<file path="src/rtl/imem_loader_pkg.sv">
// Shared definitions for the instruction-memory boot loader: frame layout,
// parser states and default widths.
package imem_loader_pkg;

    localparam int ADDR_W_DEF = 13;
    localparam int DATA_W_DEF = 8;

    // Address and length fields are {HI[HI_MSB:0], LO}; HI[RSVD_MSB:RSVD_LSB] must be zero.
    localparam int FIELD_W  = 13;
    localparam int HI_MSB   = 4;
    localparam int RSVD_MSB = 7;
    localparam int RSVD_LSB = 5;

    typedef enum logic [2:0] {
        S_ADDR_HI,
        S_ADDR_LO,
        S_LEN_HI,
        S_LEN_LO,
        S_DATA,
        S_CSUM,
        S_DONE,
        S_ERR
    } state_t;

    function automatic logic rsvd_set(input logic [7:0] b);
        return |b[RSVD_MSB:RSVD_LSB];
    endfunction

endpackage

</file>
<file path="src/rtl/ld_csum.sv">
// Modulo-256 running sum of payload bytes for frame checksum verification.
module ld_csum (
    input  logic       clk,
    input  logic       rst,
    input  logic       clear,
    input  logic       add_en,
    input  logic [7:0] data,
    output logic [7:0] sum
);

    // NOTE: sequential state uses non-blocking (<=) so every flop samples
    // pre-edge values regardless of process evaluation order.
    always_ff @(posedge clk) begin
        if (rst || clear) begin
            sum <= '0;
        end else if (add_en) begin
            sum <= sum + data;
        end
    end

endmodule

</file>
<file path="src/rtl/imem_loader.sv">
// Boot loader: parses an address/length/payload/checksum frame from a byte
// stream, writes the payload into instruction memory and releases the CPU.
module imem_loader
    import imem_loader_pkg::*;
#(
    parameter int ADDR_W = ADDR_W_DEF,
    parameter int DATA_W = DATA_W_DEF
) (
    input  logic              clk,
    input  logic              rst,
    input  logic              in_valid,
    input  logic [7:0]        in_data,
    output logic              in_ready,
    output logic              mem_we,
    output logic [ADDR_W-1:0] mem_addr,
    output logic [DATA_W-1:0] mem_wdata,
    output logic              cpu_rst,
    output logic              done,
    output logic              err
);

    state_t               state;
    state_t               state_nxt;
    logic                 accept;
    logic                 csum_clear;
    logic                 csum_add;
    logic [7:0]           sum;
    logic [7:0]           csum_total;
    logic [HI_MSB:0]      hi_q;
    logic [FIELD_W-1:0]   field;
    logic [FIELD_W-1:0]   count_q;
    logic [ADDR_W-1:0]    addr_q;

    assign accept     = in_valid && in_ready;
    assign field      = {hi_q, in_data};
    assign csum_total = sum + in_data;

    ld_csum u_csum (
        .clk    (clk),
        .rst    (rst),
        .clear  (csum_clear),
        .add_en (csum_add),
        .data   (in_data),
        .sum    (sum)
    );

    always_ff @(posedge clk) begin
        if (rst) begin
            state <= S_ADDR_HI;
        end else begin
            state <= state_nxt;
        end
    end

    // NOTE: every signal driven here gets a default first, so no path through
    // the case can leave one unassigned and infer a latch.
    always_comb begin
        state_nxt  = state;
        in_ready   = 1'b0;
        csum_clear = 1'b0;
        csum_add   = 1'b0;
        case (state)
            S_ADDR_HI: begin
                in_ready   = 1'b1;
                csum_clear = accept;
                if (accept) state_nxt = rsvd_set(in_data) ? S_ERR : S_ADDR_LO;
            end
            S_ADDR_LO: begin
                in_ready = 1'b1;
                if (accept) state_nxt = S_LEN_HI;
            end
            S_LEN_HI: begin
                in_ready = 1'b1;
                if (accept) state_nxt = rsvd_set(in_data) ? S_ERR : S_LEN_LO;
            end
            S_LEN_LO: begin
                in_ready = 1'b1;
                if (accept) state_nxt = (field == '0) ? S_CSUM : S_DATA;
            end
            S_DATA: begin
                in_ready = 1'b1;
                csum_add = accept;
                if (accept && count_q == FIELD_W'(1)) state_nxt = S_CSUM;
            end
            S_CSUM: begin
                in_ready = 1'b1;
                if (accept) state_nxt = (csum_total == 8'h00) ? S_DONE : S_ERR;
            end
            default: ;
        endcase
    end

    // The write port is registered: a payload byte accepted on one edge is
    // presented to memory for exactly the following cycle.
    always_ff @(posedge clk) begin
        if (rst) begin
            mem_we    <= 1'b0;
            mem_addr  <= '0;
            mem_wdata <= '0;
            addr_q    <= '0;
            count_q   <= '0;
            hi_q      <= '0;
        end else begin
            mem_we <= 1'b0;
            if (accept) begin
                case (state)
                    S_ADDR_HI, S_LEN_HI: hi_q    <= in_data[HI_MSB:0];
                    S_ADDR_LO:           addr_q  <= ADDR_W'(field);
                    S_LEN_LO:            count_q <= field;
                    S_DATA: begin
                        mem_we    <= 1'b1;
                        mem_addr  <= addr_q;
                        mem_wdata <= DATA_W'(in_data);
                        addr_q    <= addr_q + ADDR_W'(1);
                        count_q   <= count_q - FIELD_W'(1);
                    end
                    default: ;
                endcase
            end
        end
    end

    assign done    = (state == S_DONE);
    assign err     = (state == S_ERR);
    assign cpu_rst = !done;

endmodule

</file>
<file path="config.mk">
export PLATFORM = sky130hd
export DESIGN_NAME = imem_loader
export DESIGN_NICKNAME = d
export VERILOG_FILES = /design/src/rtl/imem_loader_pkg.sv /design/src/rtl/ld_csum.sv /design/src/rtl/imem_loader.sv
export SDC_FILE = /design/constraint.sdc
export NUM_CORES = 1
export LEC_CHECK = 0
export CORE_UTILIZATION = 57
export CTS_BUF_LIST = sky130_fd_sc_hd__clkbuf_4
export CTS_CLUSTER_SIZE = 24
export DETAILED_ROUTE_END_ITERATION = 12
export GPL_ROUTABILITY_DRIVEN = 1
export HOLD_SLACK_MARGIN = 0.08
export PLACE_DENSITY = 0.78
export SETUP_SLACK_MARGIN = 0.3
export SLEW_MARGIN = 20
export SYNTH_ARGS = -nofsm -noshare
export SYNTH_HDL_FRONTEND = slang
export SYNTH_HIERARCHICAL = 1
export SYNTH_SLANG_ARGS = --single-unit
</file>
<file path="constraint.sdc">
create_clock -name clk -period 3.2 [get_ports clk]
set_clock_uncertainty 0.05 [all_clocks]
set_input_delay 0.96 -clock clk [delete_from_list [all_inputs] [get_ports clk]]
set_output_delay 0.96 -clock clk [all_outputs]
set_load 0.05 [all_outputs]
</file>
Word-level counts from Yosys, hierarchy flattened
Cells that the tools add are included.
{ "word_totals": {"out_inout_bits": 26, "reg_bits": 64, "elab_cells": 62, "inputBits": 11} }
{ "classes": {"muxes": 17, "addsub": 3, "eq_ne": 14, "n_reduce_logical": 19, "bitwise": 1} }
{ "op_table": {"columns": ["operator", "n"], "rows": [
  ["$pmux 13 s2", 2],
  ["$mux 3", 8],
  ["$pmux 3 s6", 1],
  ["$add 13x1->13 const B", 1],
  ["$eq 13x1->1 const B", 1],
  ["$logic_not 13->1", 1],
  ["$sub 13x1->13 const B", 1],
  ["$eq 3x3->1 const B", 4],
  ["$ne 2x2->1 const B", 6],
  ["$add 8x8->8", 1],
  ["$logic_not 8->1", 1],
  ["$reduce_and 2->1", 4],
  ["$reduce_and 7->1", 1],
  ["$eq 3x2->1 const B", 2],
  ["$mux 1", 6],
  ["$reduce_bool 6->1", 1],
  ["$reduce_or 6->1", 1],
  ["$reduce_bool 2->1", 2],
  ["$reduce_or 2->1", 2],
  ["$eq 3x1->1 const B", 1],
  ["$logic_not 3->1", 1],
  ["$reduce_or 3->1", 1],
  ["$logic_and 1x1->1", 2],
  ["$logic_not 1->1", 1],
  ["other kinds (2)", 2]
]} }

Logic depth before layout (Yosys ltp)
Gate-level depths: netlist (run 1).
{ "depth": {"word_depth": 7, "ltp_mapped": 9, "depth_no_buf": 8} }

By module
Netlist (run 1), hierarchy kept.
{ "by_module_without_submodules": {"columns": ["mod", "cells_each", "n_inst", "area_each_um2", "seq_area_each_um2"], "rows": [
  ["imem_loader", 409, 1, 3072.9, 1121.1],
  ["ld_csum", 69, 1, 590.6, 160.2]
]} }

Least setup slack after synthesis (run 1)
OpenSTA, ideal clock, no wires.
{ "synth_path": {"path_type": "flip-flop to output port", "start": "register state[2]", "end": "output port done", "setup_slack_ns": 0.277, "required_ns": 2.190, "stages_incl_launch_ff": 5, "path_buffers": 1, "arrival_time_ns": 1.913, "path_cell_list": "dfxtp_1 clkbuf_1 nand2_1 or2_2 inv_1"} }
{ "synth_via": {"elab_chain_cells": 1} }
{ "synth_rtl": {"columns": ["element", "line", "source"], "rows": [
  ["from (decl)", "imem_loader.sv:22", "state_t state;"],
  ["from (signal assigned)", "imem_loader.sv:51", "state <= state_nxt;"],
  ["$eq 3x3->1", "imem_loader.sv:123", "assign done = (state == S_DONE);"],
  ["to (decl)", "imem_loader.sv:18", "output logic done,"]
]} }
No other way between the ends.

Worst setup path after layout (run 1)
{ "layout_path": {"start": "register state[0]", "end": "output port done"} }
Same word-level chain as after synthesis.

==> metrics.txt, run 1 <==
top-area cell type share of the netlist area=a little over a third; clk buf depth=2; Seq/Total Area, Yosys=between 30% and 40%; Mapped Cells=between 400 and 500; CP Capture Type=output port; Ys Warns=6; global-route track usage on met2=46.9%; DRC Markers=0; first-pass GRT wire length=about 16 mm; ANT nets after route=0; CTS tree=yes; via count=about 3700; grt met3 use=approximately 6.9%; Worst-Skew Late Latency=between 0.4 and 0.5 ns; grt total ovfl=0; ANT cells=0; met1 Use GR=41.3%; critical-path cell list=or2_2 > inv_1 > dlygate4sd2_1; cell leakage power=between 1.5 and 2 nW; average size of a mapped cell=7.66 sq um; slowest CP cell=dlygate4sd2_1; htree depth=3; CP arrival=~1.8 ns; grt peak-use layer=met2; largest net degree at the start of global routing=35; post-cts resize count=3; crit start category=flip-flop; Max-Cap Viols=0; crit-path max FO=13; Starting Density=60.4%; relative slew slack=approximately half; setup ws final=a little under 0.4 ns; die area=0.00675 sq mm; core box area=roughly 0.006 sq mm; Final Max Tran Viols=0; final worst path period share=between 80% and 90%; Fin. Hold Viols=0; buffers added on ports=36; Via-to-Cell Ratio=roughly 6.1; Die W=just over 80 um; Syn Nets=approximately 500; Setup CP Type=reg2out; TritonCTS buffer count=9; DP Worst Slack=0.0756 ns; Worst path top cell family by delay=buffers and inverters; Max IR drop VDD=~0.36 mV; drt pass-1 iters=5; FMAX=~360 MHz; initial DRC count=approximately 250; Reg2Reg Depth=6; Top-Level Pins=37; # rows=28; worst path required time=between 2 and 2.5 ns; # nets final=about 550; Largest stage delay, worst path=about 0.52 ns; Least-Margin Pin Slew=about 0.73 ns; Placer Congestion=between 0.8 and 0.9; Synth Flop Type=dfxtp_1; Post-synth EDFFs=0; CP bufs+invs=2; worst setup path start=state[0]; leading area contributor after synthesis=dfxtp_1; hpwl dp=around 6.6 mm; final WL=about 9.4 mm; top post-synthesis cells by area=dfxtp_1 (35%), nand2_1 (8.5%), a21oi_1 (8.2%); Final min period=around 2.8 ns; RSZ-0062 raised after global routing=false; Setup Fix Bufs, Post-CTS=0; reg-to-reg setup timing slack=approximately 0.78 ns; final setup violation count=0; synthesized area=about 0.0037 sq mm; Clock Pin Slew Worst Setup and Hold Paths=between 0.1 and 0.15 ns; Critical Path End=done; flops & latches, synth=64; Die Ht=around 82 um; setup tns final=0 ns; area grow syn2layout=17.2%; P per Cell Area=approximately 460 mW/mm^2; Hold Path Class=reg2reg; root buf cell=clkbuf_4; average wire per standard cell=15.8 um; Crit Reg-Reg Startpoint=state[2]; Reg-to-Reg End=count_q[2]; CTS sink cnt=64; Distinct cells, synth=57; WP depth=3; post-synthesis async set-or-reset flop share=0%; share of cells above drive strength 1=8.64%; vias in the first global route=3264; initial antenna violation count=0; outcome=finished, final reports clean; # hold bufs at CTS=0; GRT Total Usage=between 30% and 40%
==> logic make-up (layout without fill, tap and decap cells) <==
family | after synthesis | after routing | share of synthesized area, %
AND/OR/NAND/NOR | 198 | 198 | 26.8
AO/OA/AOI/OAI | 140 | 140 | 22.6
flip-flops | 64 | 64 | 35.0
buffers and inverters | 40 | 83 | 4.37
adder cells (fa/ha/maj) | 19 | 19 | 6.90
multiplexers | 10 | 10 | 2.73
XOR/XNOR | 7 | 7 | 1.67
==> routing by layer <==
layer,vias up,routed length (um)
met1,1731,4310
met5,-,0
met2,112,4330
met4,0,210
met3,17,541
li1,1793,-
==> layout by cell type (no fill, tap or decap), drive strengths merged, types with 3 or more instances in the layout <==
cell type,netlist,final
a211oi,8,8
a21o,7,7
a21oi,61,61
a22oi,6,6
and2,3,3
and3,7,7
buf,11,19
clkbuf,16,9
clkdlybuf4s50,0,32
clkinv,0,4
dfxtp,64,64
dlygate4sd2,0,3
ha,17,17
inv,13,13
mux2i,10,10
nand2,83,83
nand3,12,12
nand3b,4,4
nand4,4,4
nor2,40,40
nor2b,5,5
nor3,8,8
nor3b,7,7
nor4,9,9
o21a,3,3
o21ai,33,33
o31ai,3,3
o41ai,3,3
or3,4,4
xnor2,4,4
xor2,3,3
==> area by class of cell <==
class	instances	area (sq um)
multi-input combinational	374	2230
clock inverter	7	86.3
tap	75	93.8
inverter	13	48.8
timing repair buffer	54	487
fill	517	1770
clock buffer	9	67.6
sequential	64	1280
==> worst min path at each step <==
stage,startpoint,endpoint,cells past startpoint
global route,mem_addr[2],mem_addr[2],2
finish,mem_addr[7],mem_addr[7],2
CTS,mem_addr[8],mem_addr[8],2
floorplan,addr_q[12],mem_addr[12],2
global placement,mem_addr[5],mem_addr[5],2
detailed placement,mem_addr[8],mem_addr[8],2
==> worst min-delay path, delay by kind of cell, from the launching register on <==
kind | cells | cell delay [ns]
compound gates | 1 | 0.05
simple gates | 1 | 0.05
flops | 1 | 0.32
==> report_power, final <==
part	switching, W	leakage (nW)	internal [W]
Combinational	0.000283	1.02	0.000177
Sequential	0.0000541	0.519	0.000839
Clock	0.000304	0.0831	0.000310
==> cells in the mapped netlist (5+ instances only) <==
library cell  instances
a22oi_1               6
and3_1                7
nand3_1              12
nand2_1              83
mux2i_1              10
dfxtp_1              64
nor3_1                8
a211oi_1              8
ha_1                 17
nor2b_1               5
buf_2                 8
inv_1                12
nor4_1                6
nor2_1               40
o21ai_0              30
clkbuf_1             16
a21oi_1              60
nor3b_1               5
a21o_1                7
==> registers in the layout, summed over array words and instances (netlist names) <==
name,flops
u_csum/sum,8
mem_wdata,8
addr_q,13
mem_addr,13
hi_q,5
state,3
count_q,13
mem_we,1
==> per-stage QoR <==
stage	power, W	hold slack (ns)	area, sq um	std cells	utilization [%]
after floorplan	0.00123	0.386	3670	478	-
final	0.00197	0.409	4290	596	70.9
after global routing	0.00207	0.432	4290	596	70.9
after global placement	0.00135	0.391	4140	580	68.4
after CTS	0.00197	0.413	4290	596	70.9
after detailed placement	0.00136	0.397	4140	580	68.4
(Power assumes the default switching activity.)
==> run 2: changes to the inputs <==
SLEW_MARGIN = not set   (was 20)
==> results of run 2 <==
Same layout as run 1: the final DEF is identical, and so are final timing and power.
